$ cat config.mk
export PLATFORM = sky130hd
export DESIGN_NAME = load_store_unit
export DESIGN_NICKNAME = d
export VERILOG_FILES = /design/src/rtl/load_store_unit.sv
export SDC_FILE = /design/constraint.sdc
export NUM_CORES = 1
export LEC_CHECK = 0
export CAP_MARGIN = 20
export CELL_PAD_IN_SITES_DETAIL_PLACEMENT = 1
export CELL_PAD_IN_SITES_GLOBAL_PLACEMENT = 2
export CORE_ASPECT_RATIO = 0.6
export CORE_MARGIN = 5
export CORE_UTILIZATION = 32
export CTS_BUF_LIST = sky130_fd_sc_hd__clkbuf_16
export CTS_CLUSTER_DIAMETER = 100
export DETAILED_ROUTE_END_ITERATION = 12
export DONT_BUFFER_PORTS = 1
export HOLD_SLACK_MARGIN = 0.03
export PLACE_DENSITY = 0.74
export RECOVER_POWER = 50
export SYNTH_ARGS = -nofsm -noshare
export SYNTH_HDL_FRONTEND = slang
export SYNTH_SLANG_ARGS = --single-unit
$ cat constraint.sdc
create_clock -name clk -period 1.6 [get_ports clk]
set_input_delay 0.08 -clock clk [delete_from_list [all_inputs] [get_ports clk]]
set_output_delay 0.08 -clock clk [all_outputs]
set_load 0.05 [all_outputs]
$ cat src/rtl/load_store_unit.sv
// Load/store unit: drives a req/gnt/rvalid data-memory port, aligns store lanes, extends loads, aborts on timeout.
// Optional macro LSU_MISALIGN_TRAP_EN adds misalign_err and traps misaligned half/word accesses.
module load_store_unit #(
    parameter int DATA_WIDTH     = 32,
    parameter int ADDR_WIDTH     = 32,
    parameter int TIMEOUT_CYCLES = 255
) (
    input  logic                  clk,
    input  logic                  reset,
    input  logic                  in_valid,
    input  logic [ADDR_WIDTH-1:0] in_alu_out_m,
    input  logic [DATA_WIDTH-1:0] write_data_mem,
    input  logic                  mem_write_m,
    input  logic [1:0]            mem_size_m,
    input  logic                  mem_unsigned_m,
    output logic                  stall_out,
    output logic [DATA_WIDTH-1:0] load_data,
    output logic                  load_valid,
    output logic                  bus_req,
    output logic                  bus_we,
    output logic [ADDR_WIDTH-1:0] bus_addr,
    output logic [DATA_WIDTH-1:0] bus_wdata,
    output logic [3:0]            bus_be,
    input  logic                  bus_gnt,
    input  logic                  bus_rvalid,
    input  logic [DATA_WIDTH-1:0] bus_rdata,
    output logic                  bus_err
`ifdef LSU_MISALIGN_TRAP_EN
    ,
    output logic                  misalign_err
`endif
);

    localparam logic [1:0] IDLE = 2'd0;
    localparam logic [1:0] REQ  = 2'd1;
    localparam logic [1:0] WAIT = 2'd2;
    localparam logic [1:0] DONE = 2'd3;

    localparam logic [7:0] TMO_LAST = 8'(TIMEOUT_CYCLES - 1);

    logic [1:0] state;
    logic [7:0] tmo_cnt;
    logic [1:0] size_q;
    logic [1:0] off_q;
    logic       uns_q;
    logic       timed_out;

    function automatic logic [3:0] lane_be(input logic [1:0] size, input logic [1:0] off);
        case (size)
            2'b00:   lane_be = 4'b0001 << off;
            2'b01:   lane_be = off[1] ? 4'b1100 : 4'b0011;
            default: lane_be = 4'b1111;
        endcase
    endfunction

    function automatic logic [DATA_WIDTH-1:0] align_wdata(input logic [1:0] size,
                                                          input logic [DATA_WIDTH-1:0] data);
        case (size)
            2'b00:   align_wdata = {4{data[7:0]}};
            2'b01:   align_wdata = {2{data[15:0]}};
            default: align_wdata = data;
        endcase
    endfunction

    function automatic logic [DATA_WIDTH-1:0] extract_load(input logic [1:0] size,
                                                           input logic [1:0] off,
                                                           input logic uns,
                                                           input logic [DATA_WIDTH-1:0] rdata);
        logic [7:0]  b;
        logic [15:0] h;
        b = rdata[{off, 3'b000} +: 8];
        h = rdata[{off[1], 4'b0000} +: 16];
        case (size)
            2'b00:   extract_load = {{24{~uns & b[7]}}, b};
            2'b01:   extract_load = {{16{~uns & h[15]}}, h};
            default: extract_load = rdata;
        endcase
    endfunction

`ifdef LSU_MISALIGN_TRAP_EN
    function automatic logic is_misaligned(input logic [1:0] size, input logic [1:0] off);
        case (size)
            2'b00:   is_misaligned = 1'b0;
            2'b01:   is_misaligned = off[0];
            default: is_misaligned = |off;
        endcase
    endfunction
`endif

    always_comb begin
        stall_out = (state == IDLE && in_valid) || state == REQ || state == WAIT;
        timed_out = (tmo_cnt >= TMO_LAST);
    end

    always_ff @(posedge clk) begin
        if (!reset) begin
            state      <= IDLE;
            tmo_cnt    <= '0;
            size_q     <= '0;
            off_q      <= '0;
            uns_q      <= 1'b0;
            load_data  <= '0;
            load_valid <= 1'b0;
            bus_req    <= 1'b0;
            bus_we     <= 1'b0;
            bus_addr   <= '0;
            bus_wdata  <= '0;
            bus_be     <= '0;
            bus_err    <= 1'b0;
`ifdef LSU_MISALIGN_TRAP_EN
            misalign_err <= 1'b0;
`endif
        end else begin
            // Status outputs are single-cycle pulses unless re-armed below.
            load_valid <= 1'b0;
            bus_err    <= 1'b0;
`ifdef LSU_MISALIGN_TRAP_EN
            misalign_err <= 1'b0;
`endif
            case (state)
                IDLE: begin
                    tmo_cnt <= '0;
                    if (in_valid) begin
                        bus_addr  <= {in_alu_out_m[ADDR_WIDTH-1:2], 2'b00};
                        bus_we    <= mem_write_m;
                        bus_be    <= lane_be(mem_size_m, in_alu_out_m[1:0]);
                        bus_wdata <= align_wdata(mem_size_m, write_data_mem);
                        size_q    <= mem_size_m;
                        off_q     <= in_alu_out_m[1:0];
                        uns_q     <= mem_unsigned_m;
`ifdef LSU_MISALIGN_TRAP_EN
                        if (is_misaligned(mem_size_m, in_alu_out_m[1:0])) begin
                            misalign_err <= 1'b1;
                            load_data    <= '0;
                            load_valid   <= ~mem_write_m;
                            state        <= DONE;
                        end else begin
                            bus_req <= 1'b1;
                            state   <= REQ;
                        end
`else
                        bus_req <= 1'b1;
                        state   <= REQ;
`endif
                    end
                end
                REQ: begin
                    // The counter keeps running into WAIT so the budget covers REQ+WAIT together.
                    if (bus_gnt) begin
                        bus_req <= 1'b0;
                        tmo_cnt <= tmo_cnt + 8'd1;
                        state   <= bus_we ? DONE : WAIT;
                    end else if (timed_out) begin
                        bus_req    <= 1'b0;
                        bus_err    <= 1'b1;
                        load_data  <= '0;
                        load_valid <= ~bus_we;
                        state      <= DONE;
                    end else begin
                        tmo_cnt <= tmo_cnt + 8'd1;
                    end
                end
                WAIT: begin
                    if (bus_rvalid) begin
                        load_data  <= extract_load(size_q, off_q, uns_q, bus_rdata);
                        load_valid <= 1'b1;
                        state      <= DONE;
                    end else if (timed_out) begin
                        bus_err    <= 1'b1;
                        load_data  <= '0;
                        load_valid <= 1'b1;
                        state      <= DONE;
                    end else begin
                        tmo_cnt <= tmo_cnt + 8'd1;
                    end
                end
                default: begin
                    tmo_cnt <= '0;
                    state   <= IDLE;
                end
            endcase
        end
    end

endmodule

==> summary.md, run 1 <==
| Metric | Value |
|---|---|
| Per-cell routed wire length | `22.1 um` |
| Number of setup violations in the final report | `18` |
| Cell types with the highest counts after synthesis | `147 x nand2_1, 117 x dfxtp_1, 55 x a21boi_0` |
| Ranking of synthesized cells by area | `dfxtp_1 42%, nand2_1 9.9%, a21boi_0 7.4%` |
| Final Cell Area | `8510 um2` |
| Post-synthesis cell count | `650` |
| Area Overhead vs Synth | `53.0%` |
| Routability congestion estimate from global placement | `0.885` |
| Number of cells on the worst hold path | `4` |
| FF+latch count, synth | `117` |
| Share of the core filled with cells | `49.8%` |
| Yosys warnings | `0` |
| Measured slew at the worst slew-check pin | `825 ps` |
| Commonest register cell after synthesis | `dfxtp_1` |
| Number of violations reported at the end of detailed-routing iteration 0 | `381` |
| Number of clock sinks seen by CTS | `117` |
| Final critical-path share of the clock period | `104%` |
| Number of nets with antenna violations after routing | `0` |
| GRT overflow | `0` |
| Standard cell area after detailed placement | `6780 um2` |
| Post-Syn Area | `5560 um2` |
| Initial antenna violation count | `1` |
| Overall die width | `180 um` |
| Initial core utilization | `32.5%` |
| Filler instances | `1985` |
| Die Span Y | `112 um` |
| Top Family by Delay on Critical Path | `compound AO/OA/AOI/OAI gates` |
| Dominant cell type by area after synthesis | `dfxtp_1` |
| Endpoint of the worst-slack reg-to-reg timing path | `load_data[8]` |
| Clock buffers created by TritonCTS | `17` |
| Number of cells on the worst reg-to-reg path | `4` |
| Worst min-delay path endpoint | `bus_wdata[30]` |
| Number of flops mapped to enable cells by yosys | `0` |
| Synthesized area per cell | `8.55 um2` |
| Largest net degree at the start of global routing | `85` |
| Sequential share of the synthesized area | `42.1%` |
| Worst path setup slack after routing | `-61.4 ps` |
| Type of the setup path with the least slack | `reg -> reg` |
| Post-layout net count | `988` |
| Final critical delay including setup and external delays | `1660 ps` |
| Remaining design rule violation count | `0` |
| Vias in the first global route | `6627` |
| # Max-Cap Violations | `0` |
| Deepest clock path buffer count | `2` |
| Setup repair after global routing missed its margin | `yes` |
| Final wirelength | `24800 um` |
| Per-cell via count in the routed design | `5.42` |
| Half-perimeter wire length after placement | `15100 um` |
| Port Buffers | `0` |
| H-Tree Level Count | `4` |
| Status | `complete, but fails checks` |
| Kind of path behind the tightest hold check | `in -> reg` |
| Routed vias | `6094` |
| Setup Skew | `14.5 ps` |
| Cell variety after synth | `52` |
| Tightest slew margin relative to the limit | `44.8%` |
| Most common cell in the synthesized netlist | `nand2_1` |
| Maximum ir drop on the vdd rail | `555 uV` |
| Async set or reset register ratio after synthesis | `0%` |
| Internal reg-to-reg setup slack | `-60 ps` |
| Total power per unit cell area | `1260 nW/um2` |
| Sum of internal, switching and leakage power | `10.8 mW` |
| Endpoint type of the worst setup path | `flip-flop` |
| Clock-pin slew on the worst setup and hold paths | `60 ps` |
| Cell type of the slowest stage on the worst timing path | `mux4_2` |
| Critical Path Fanout Max | `8` |
| Clock latency at the later pin of the worst-skew pair | `420 ps` |
| Buf+Inv Stages, Crit Path | `0` |
| Global-route wire length before repair | `37900 um` |
| Share of post-route cells with drive strength above 1 | `15.7%` |
| Number of failing hold endpoints at the final stage | `0` |
| Data required time of the worst path | `1920 ps` |
| TritonCTS clock tree | `done` |
| Maximum cell stage delay along the critical path | `540 ps` |
| 1st-pass router iterations | `5` |
| Launch point of the worst hold path | `write_data_mem[14]` |
| Max-slew violation count | `0` |
| Crit path arrival time | `1980 ps` |
| Placement Rows | `37` |
| Violations in the final reports | `setup timing` |
| Post-route setup TNS | `-469 ps` |
| Series of cell instances along the critical path | `mux4_2, a21oi_4, a221oi_1, a21o_1` |
| Share of the synthesized area in the top cell type | `42.1%` |
| Root Driver | `clkbuf_16` |
| I/O pins | `210` |
| Reg-to-reg startpoint | `off_q[1]` |
| Highest attainable clock frequency | `0.602 GHz` |
| Sort of element at the start of the critical path | `flip-flop` |
| Die Outline Area | `20200 um2` |
| Core box area | `17100 um2` |
| Logic depth of the worst setup path including buffers | `4` |
| Leakage component of the power | `3.39 nW` |
| Global Route Usage Sum | `23.3%` |
==> flip-flops by register name, summed over array words and instances, names as in the netlist <==
| register | cells |
|---|---|
| bus_we | 1 |
| bus_be | 4 |
| bus_addr | 30 |
| size_q | 2 |
| uns_q | 1 |
| load_data | 32 |
| off_q | 2 |
| tmo_cnt | 8 |
| bus_wdata | 32 |
| state | 2 |
| bus_err | 1 |
| load_valid | 1 |
| bus_req | 1 |
==> cell type report <==
type,count,area (um2),share of cell area (%)
Clock inverter,15,130,1.53
Sequential cell,117,2350,27.7
Antenna cell,1,2.50,0.0294
Multi-Input combinational cell,464,3180,37.4
Tap cell,234,293,3.44
Timing Repair Buffer,260,2050,24.2
Clock buffer,17,425,5.00
Inverter,16,65.1,0.765
==> repair_timing <==
action,in CTS,in global routing
endpoints found under the setup margin,42,49
hold endpoints to repair,116,4
pin swaps,2,10
gates cloned,0,1
gates resized for setup,25,42
buffers inserted,1,3
hold buffers,117,1
==> cell families after synthesis <==
logic type                 count (synthesis)  share of synthesized area, %
other                                      1                        0.0674
buffers and inverters                     71                          5.54
AOI/OAI and AO/OA                        221                          29.1
muxes                                     29                          5.85
DFF                                      117                          42.1
adders and majority gates                  7                          1.58
and+or+nand+nor                          204                          15.8
==> metrics by stage <==
stage | cells | hold WS (ps) | setup WS (ps)
after floorplan | 651 | 219 | 8.34
after global placement | 968 | 225 | -51.3
after detailed placement | 968 | 220 | -141
after CTS | 1118 | 31.7 | -26.4
after global routing | 1124 | 62.5 | -95.2
final | 1124 | 37.8 | -61.4
==> placed cells by master (no fill, tap or decap), types with 3 or more instances in the layout <==
master           n
clkbuf_1        92
clkinv_2         3
dfxtp_2          4
o31a_1           5
nor2_1           8
inv_1           13
dfxtp_1        111
a21o_1           7
mux2i_4          3
o21ai_1          3
dlygate4sd3_1  117
o211a_1         16
a211o_1          8
and3b_1          7
a31oi_1          3
o2bb2ai_1       22
buf_4           38
o211ai_1         3
clkinvlp_4       5
mux2i_1         17
a21oi_1         18
nand2b_1         5
a21boi_0        50
o21ai_0         39
ha_4             4
a221oi_1         6
clkbuf_16       17
a22oi_1         16
a21boi_1         5
nand2_1        143
inv_6            5
nand3_1         16
buf_12           8
mux2_2           8
==> routing by layer <==
metal | vias up | share of wire, % | track usage (%)
li1 | 2768 | - | -
met1 | 3045 | 42 | 28.2
met2 | 215 | 48 | 38.5
met3 | 66 | 7.9 | 8.71
met4 | 0 | 2.7 | 8.31
met5 | - | 0 | 0
==> how the worst max path moves through the flow <==
stage / startpoint / to / slack, ps
global placement: state[0] / load_data[10] / -50
detailed placement: state[0] / tmo_cnt[0] / -140
global route: off_q[1] / load_data[8] / -100
CTS: off_q[1] / load_data[15] / -30
floorplan: state[0] / load_data[15] / 8
finish: off_q[1] / load_data[8] / -60
==> report_power, final <==
group | internal [mW] | switching (mW) | total [mW]
logic | 1.24 | 2.49 | 3.73
clock network | 2.14 | 1.53 | 3.67
registers | 3.22 | 0.142 | 3.36
total | 6.60 | 4.16 | 10.8
==> worst reg2reg max path, cell delays in order (launching register included) <==
cell and delay, ps:
dfxtp_2 360, mux4_2 540, a21oi_4 310, a221oi_1 180, a21o_1 180
(Power assumes the default switching activity.)
==> run 2: changes to the inputs <==
==> constraint.sdc (replaced) <==
create_clock -name clk -period 1.6 [get_ports clk]
set_input_delay 0.16 -clock clk [delete_from_list [all_inputs] [get_ports clk]]
set_output_delay 0.16 -clock clk [all_outputs]
set_load 0.05 [all_outputs]
==> run 2 against run 1 <==
Compared with the run above:
- the run still ends with setup timing left
- sequential power grew 8.0%
- clock skew grew 0.91 ps
- routed wire length fell by 4.8%
- via count decreased by 6.0%
- cell count fell by 5.6%
- sequential share of layout area increased by 0.49 points
- non-clock buffer count shrank 61
- cell area decreased by 1.7%
- clock power rose by 4%
- die area is the same
- count of clock-buffer cells in the layout is the same
- critical endpoint is now load_data[15]
- highest routed layer unchanged
==> summary.md, run 2 (same netlist as run 1, synthesis figures left out) <==
| Metric | Value |
|---|---|
| Area occupied by multi-input gates | `3390 um2 (+6.6%)` |
| Per-cell routed wire length | `22.2 um (+0.82%)` |
| Most common cell after layout, fill and taps aside | `nand2_1` |
| 1st-pass router iterations | `5 (unchanged)` |
| Registers with the highest flip-flop counts | `bus_wdata: 32 flops, load_data: 32 flops, bus_addr: 30 flops` |
| Routed vias | `5728 (-6.0%)` |
| Setup crit start | `off_q[1]` |
| Area taken by flip-flops and latches | `2360 um2 (about the same)` |
| I/O pins | `210 (unchanged)` |
| Clock buffers created by TritonCTS | `17 (unchanged)` |
| Core box area | `17100 um2 (unchanged)` |
| Top Family by Delay on Critical Path | `multiplexers` |
| Maximum cell stage delay along the critical path | `550 ps (about the same)` |
| Standard cell area after detailed placement | `6490 um2 (-4.3%)` |
| Number of cells in the design after placement | `933 (-3.6%)` |
| Most frequent cells in the layout | `143 x nand2_1, 110 x dfxtp_1, 83 x dlygate4sd3_1` |
| Die Outline Area | `20200 um2 (unchanged)` |
| Total power per unit cell area | `1300 nW/um2 (+2.9%)` |
| Largest net degree at the start of global routing | `85 (unchanged)` |
| Worst path setup slack after routing | `-34.2 ps (+27.2 ps)` |
| Critical Path Fanout Max | `8 (unchanged)` |
| Cell type of the slowest stage on the worst timing path | `mux4_2` |
| Post-layout instance count excluding filler cells | `1061 (-5.6%)` |
| Post-route setup TNS | `-113 ps (+357 ps)` |
| Number of failing hold endpoints at the final stage | `0 (unchanged)` |
| Sort of element at the start of the critical path | `flip-flop` |
| Number of cells on the worst reg-to-reg path | `5 (+1)` |
| Overall die width | `180 um (unchanged)` |
| Number of nets with antenna violations after routing | `0 (unchanged)` |
| # Max-Cap Violations | `0 (unchanged)` |
| Initial core utilization | `32.5% (unchanged)` |
| Post-layout net count | `927 (-6.2%)` |
| Initial antenna violation count | `0 (-1)` |
| Tightest slew margin relative to the limit | `53.8% (+9.0 points)` |
| Crit path arrival time | `1930 ps (-50 ps)` |
| Share of post-route cells with drive strength above 1 | `22.0% (+6.3 points)` |
| Per-cell via count in the routed design | `5.40 (-0.42%)` |
| Area Overhead vs Synth | `50.4%` |
| Launch point of the worst hold path | `mem_size_m[1]` |
| Status | `complete, but fails checks` |
| Setup Skew | `15.4 ps (+0.910 ps)` |
| Port Buffers | `0 (unchanged)` |
| Max-slew violation count | `0 (unchanged)` |
| Global-route wire length before repair | `34400 um (-9.1%)` |
| Routability congestion estimate from global placement | `0.877 (-0.96%)` |
| Number of setup violations in the final report | `6 (-12)` |
| Placement Rows | `37 (unchanged)` |
| Logic depth of the worst setup path including buffers | `5 (+1)` |
| Antenna cells | `0 (-1)` |
| Buf+Inv Stages, Crit Path | `1 (+1)` |
| Data required time of the worst path | `1900 ps (-20 ps)` |
| Maximum ir drop on the vdd rail | `697 uV (+26%)` |
| Deepest clock path buffer count | `2 (unchanged)` |
| Global Route Usage Sum | `21.0% (-2.4 points)` |
| Kind of path behind the tightest hold check | `in -> reg` |
| Leakage component of the power | `3.36 nW (-0.86%)` |
| Number of cells on the worst hold path | `3 (-1)` |
| Number of violations reported at the end of detailed-routing iteration 0 | `382 (+0.26%)` |
| Filler instances | `1938 (-2.4%)` |
| Clock-pin slew on the worst setup and hold paths | `60 ps (about the same)` |
| Vias in the first global route | `6079 (-8.3%)` |
| Number of clock sinks seen by CTS | `117 (unchanged)` |
| Share of the core filled with cells | `48.9% (-0.84 points)` |
| Violations in the final reports | `setup timing` |
| Clock latency at the later pin of the worst-skew pair | `410 ps (about the same)` |
| Half-perimeter wire length after placement | `14500 um (-3.7%)` |
| Measured slew at the worst slew-check pin | `693 ps (-132 ps)` |
| Setup repair after global routing missed its margin | `yes` |
| Root Driver | `clkbuf_16` |
| Series of cell instances along the critical path | `mux4_2, a21oi_4, buf_12, o21ai_2, a32o_1` |
| Die Span Y | `112 um (unchanged)` |
| Type of the setup path with the least slack | `reg -> reg` |
| TritonCTS clock tree | `done` |
| Final wirelength | `23600 um (-4.8%)` |
| Final critical delay including setup and external delays | `1630 ps (-27.2 ps)` |
| Reg-to-reg startpoint | `off_q[1]` |
| Final critical-path share of the clock period | `102% (-1.7 points)` |
| Highest attainable clock frequency | `0.612 GHz (+1.7%)` |
| Remaining design rule violation count | `0 (unchanged)` |
| Endpoint type of the worst setup path | `flip-flop` |
| GRT overflow | `0 (unchanged)` |
| Final Cell Area | `8360 um2 (-1.7%)` |
| H-Tree Level Count | `4 (unchanged)` |
==> run 2: changes by cell type in the layout (fill, tap and decap cells not counted), sizes merged <==
cell / change
buf: -1
bufinv: +1
clkbuf: -26
clkinv: +1
diode: -1
dlygate4sd3: -34
inv: -2
nor2: -1
==> run 2: where the power goes <==
group	internal [mW]	total (mW)	leakage, nW	switching, mW
registers	3.22	3.63	0.960	0.406
clock network	2.30	3.80	0.274	1.50
logic	1.21	3.46	2.13	2.25
total	6.73	10.9	3.36	4.16
==> run 2: what timing repair did <==
action,in CTS,in global routing
pin swaps,5,22
cloned,0,5
setup buffers,1,9
hold buffers,84,0
endpoints found under the setup margin,50,43
endpoints found under the hold margin,108,0
resized for setup,35,70
==> run 2: final timing paths <==
path,slack (ps),end
worst max register to register,-30,load_data[15]
worst max-delay path,-30,load_data[15]
worst min register to register,450,load_data[8]
worst min-delay path,40,bus_wdata[31]
==> run 2: stage by stage <==
step	power [mW]	worst slack (ps)	hold WS, ps
finish	10.9	-34.2	41.6
global route	11.3	-104	41.1
CTS	10.8	-2.34	31.9
detailed placement	6.56	-158	297
global placement	6.45	-14.9	308
floorplan	5.61	-19.2	299
==> run 2: layout make-up <==
type | instances | area share, %
repair buffers | 199 | 20.0
repair inverters | 1 | 0.0599
clock inverters | 14 | 1.83
multi-input cells | 463 | 40.5
flip-flops and latches | 117 | 28.2
well taps | 234 | 3.50
clock buffers | 17 | 5.09
inverters | 16 | 0.853
==> run 2: routing by layer <==
layer  track usage [%]  routed length, um
met5                 0                  0
met3              8.10               2070
met1              26.0               9890
met4              5.74                473
met2              34.4              11200
==> run 2: worst reg2reg max path: stages (launching register included) <==
cell and delay, ps:
dfxtp_2 360, mux4_2 550, a21oi_4 200, buf_12 150, o21ai_2 60, a32o_1 230
==> run 3: changes to the inputs <==
--- a/config.mk
+++ b/config.mk
@@ -10,13 +10,13 @@
 export CELL_PAD_IN_SITES_GLOBAL_PLACEMENT = 2
 export CORE_ASPECT_RATIO = 0.6
 export CORE_MARGIN = 5
-export CORE_UTILIZATION = 32
+export CORE_UTILIZATION = 38
 export CTS_BUF_LIST = sky130_fd_sc_hd__clkbuf_16
 export CTS_CLUSTER_DIAMETER = 100
 export DETAILED_ROUTE_END_ITERATION = 12
 export DONT_BUFFER_PORTS = 1
 export HOLD_SLACK_MARGIN = 0.03
-export PLACE_DENSITY = 0.74
+export PLACE_DENSITY = 0.83
 export RECOVER_POWER = 50
 export SYNTH_ARGS = -nofsm -noshare
 export SYNTH_HDL_FRONTEND = slang
==> constraint.sdc (replaced) <==
create_clock -name clk -period 2 [get_ports clk]
set_input_delay 0.2 -clock clk [delete_from_list [all_inputs] [get_ports clk]]
set_output_delay 0.2 -clock clk [all_outputs]
set_load 0.05 [all_outputs]
==> run 3 against run 2 <==
Compared with the run above:
- the flow now finishes without violations
- die area is 15% lower
- register-to-register slack better by 150 ps
- first-iteration DRC count is 9.2% lower
- critical endpoint is now stall_out
- largest cell class unchanged
==> summary.md, run 3 (same netlist as run 1, synthesis figures left out) <==
| Metric | Value |
|---|---|
| Routed vias | `5193 (-9.3%)` |
| Maximum ir drop on the vdd rail | `535 uV (-23%)` |
| Kind of path behind the tightest hold check | `in -> reg` |
| Initial core utilization | `38.6% (+6.0 points)` |
| Net switching share of the total power | `36.7% (-1.5 points)` |
| Largest net degree at the start of global routing | `85 (unchanged)` |
| Data required time of the worst path | `1800 ps (-100 ps)` |
| Vias in the first global route | `5594 (-8.0%)` |
| Max-slew violation count | `0 (unchanged)` |
| Most frequent cells in the layout | `146 x nand2_1, 116 x dfxtp_1, 66 x dlygate4sd3_1` |
| Port Buffers | `0 (unchanged)` |
| Type of the setup path with the least slack | `reg -> out` |
| Final wirelength | `19900 um (-16%)` |
| Number of clock sinks seen by CTS | `117 (unchanged)` |
| TritonCTS clock tree | `done` |
| Cell internal power dissipation | `5.13 mW (-24%)` |
| I/O pins | `210 (unchanged)` |
| Filler instances | `1639 (-15%)` |
| Post-layout instance count excluding filler cells | `915 (-14%)` |
| Critical Path Fanout Max | `9 (+1)` |
| Per-cell routed wire length | `21.7 um (-2.2%)` |
| Number of failing hold endpoints at the final stage | `0 (unchanged)` |
| Final critical-path share of the clock period | `97.1%` |
| Core box area | `14400 um2 (-16%)` |
| Final Cell Area | `7090 um2 (-15%)` |
| Part of the power in combinational logic | `18.2% (-14 points)` |
| Number of setup violations in the final report | `0 (-6)` |
| Switching power | `2.97 mW (-28%)` |
| Per-cell via count in the routed design | `5.68 (+5.1%)` |
| Root Driver | `clkbuf_16` |
| Overall die width | `166 um (-7.8%)` |
| Remaining design rule violation count | `0 (unchanged)` |
| Number of nets with antenna violations after routing | `0 (unchanged)` |
| Measured slew at the worst slew-check pin | `1150 ps (+452 ps)` |
| Tightest slew margin relative to the limit | `23.3% (-30 points)` |
| Die Span Y | `104 um (-7.5%)` |
| Clock latency at the later pin of the worst-skew pair | `410 ps (about the same)` |
| Number of cells in the design after placement | `816 (-13%)` |
| Half-perimeter wire length after placement | `13600 um (-6.1%)` |
| Initial antenna violation count | `0 (unchanged)` |
| Area Overhead vs Synth | `27.5%` |
| Die Outline Area | `17200 um2 (-15%)` |
| Sequential Power Share | `43.4% (+10 points)` |
| Placement Rows | `34 (-8.1%)` |
| Clock-pin slew on the worst setup and hold paths | `60 ps (about the same)` |
| Standard cell area after detailed placement | `5780 um2 (-11%)` |
| Clock buffers created by TritonCTS | `17 (unchanged)` |
| Global Route Usage Sum | `22.8% (+1.8 points)` |
| Clock power frac | `38.4% (+3.5 points)` |
| Final critical delay including setup and external delays | `1940 ps` |
| H-Tree Level Count | `4 (unchanged)` |
| GRT overflow | `0 (unchanged)` |
| Share of post-route cells with drive strength above 1 | `10.3% (-12 points)` |
| Sort of element at the start of the critical path | `flip-flop` |
| 1st-pass router iterations | `5 (unchanged)` |
| Antenna cells | `0 (unchanged)` |
| Highest attainable clock frequency | `0.515 GHz` |
| Routability congestion estimate from global placement | `0.877 (about the same)` |
| Number of violations reported at the end of detailed-routing iteration 0 | `347 (-9.2%)` |
| # Max-Cap Violations | `0 (unchanged)` |
| Setup repair after global routing missed its margin | `yes` |
| Deepest clock path buffer count | `2 (unchanged)` |
| Status | `finished, final reports clean` |
| Crit path arrival time | `1740 ps (-190 ps)` |
| Most common cell after layout, fill and taps aside | `nand2_1` |
| Leakage component of the power | `2.86 nW (-15%)` |
| Global-route wire length before repair | `31900 um (-7.3%)` |
| Total power per unit cell area | `1140 nW/um2 (-12%)` |
| Sum of internal, switching and leakage power | `8.10 mW (-26%)` |
| Setup Skew | `11.0 ps (-4.49 ps)` |
| Endpoint type of the worst setup path | `primary output` |
| Post-layout net count | `816 (-12%)` |
| Registers with the highest flip-flop counts | `bus_wdata: 32 flops, load_data: 32 flops, bus_addr: 30 flops` |
run 3: cell count changes in the layout (fill, tap and decap cells not counted), sizes merged:
cell	delta
clkinv	+1
dlygate4sd3	-17
inv	-1
clkbuf	-65
clkinvlp	-1
buf	-28
bufinv	+1
run 3: routing by layer:
metal	wire [um]	part of all wire, %	GRT usage [%]	up-vias
met5	0	0	0	-
met4	290	1.5	5.83	0
met3	2000	10	11.5	28
met2	9130	46	35.0	197
met1	8480	43	28.4	2560
li1	-	-	-	2408
run 3: path summary, 6_finish.rpt:
check	end	from	cells after the start	slack [ps]
setup / recovery	stall_out	state[1]	5	60
hold / removal	state[0]	bus_gnt	2	40
setup reg to reg	tmo_cnt[7]	tmo_cnt[0]	6	120
hold reg to reg	uns_q	uns_q	2	510
run 3: power by group through the flow:
stage | clock network [mW] | registers, mW | logic (mW)
CTS | 3.18 | 3.52 | 1.46
global route | 3.30 | 3.54 | 1.64
detailed placement | 0 | 3.57 | 1.31
floorplan | 0 | 3.48 | 0.988
global placement | 0 | 3.56 | 1.24
finish | 3.11 | 3.51 | 1.48
run 3: what timing repair did:
item	in CTS	in global routing
setup endpoints to repair	1	36
gates resized for setup	1	4
hold endpoints to repair	102	1
hold buffers	66	1
buffers inserted	0	0
run 3: layout make-up:
class	count	area (um2)	share of cell area, %
clock buffers	17	425	6.00
well taps	198	248	3.49
flip-flops and latches	117	2340	33.1
multi-input cells	463	2930	41.4
repair buffers	89	900	12.7
clock inverters	15	180	2.54
inverters	16	60.1	0.847
run 3: through the flow:
| step | setup WS, ps | hold slack [ps] | TNS [ps] | util, % |
|---|---|---|---|---|
| after floorplan | 293 | 339 | 0 | - |
| after global placement | 109 | 334 | 0 | 40.1 |
| after detailed placement | 66.6 | 352 | 0 | 40.1 |
| after CTS | 15.6 | 30.2 | 0 | 49.0 |
| after global routing | -50.5 | 37.3 | -296 | 49.2 |
| final | 58.3 | 43.8 | 0 | 49.2 |
run 3: worst max-delay path, cell delays in order, from the launching register on:
cell	delay [ps]
dfxtp_1	410
inv_1	90
ha_1	240
nand2_2	290
nand2_1	110
buf_4	210
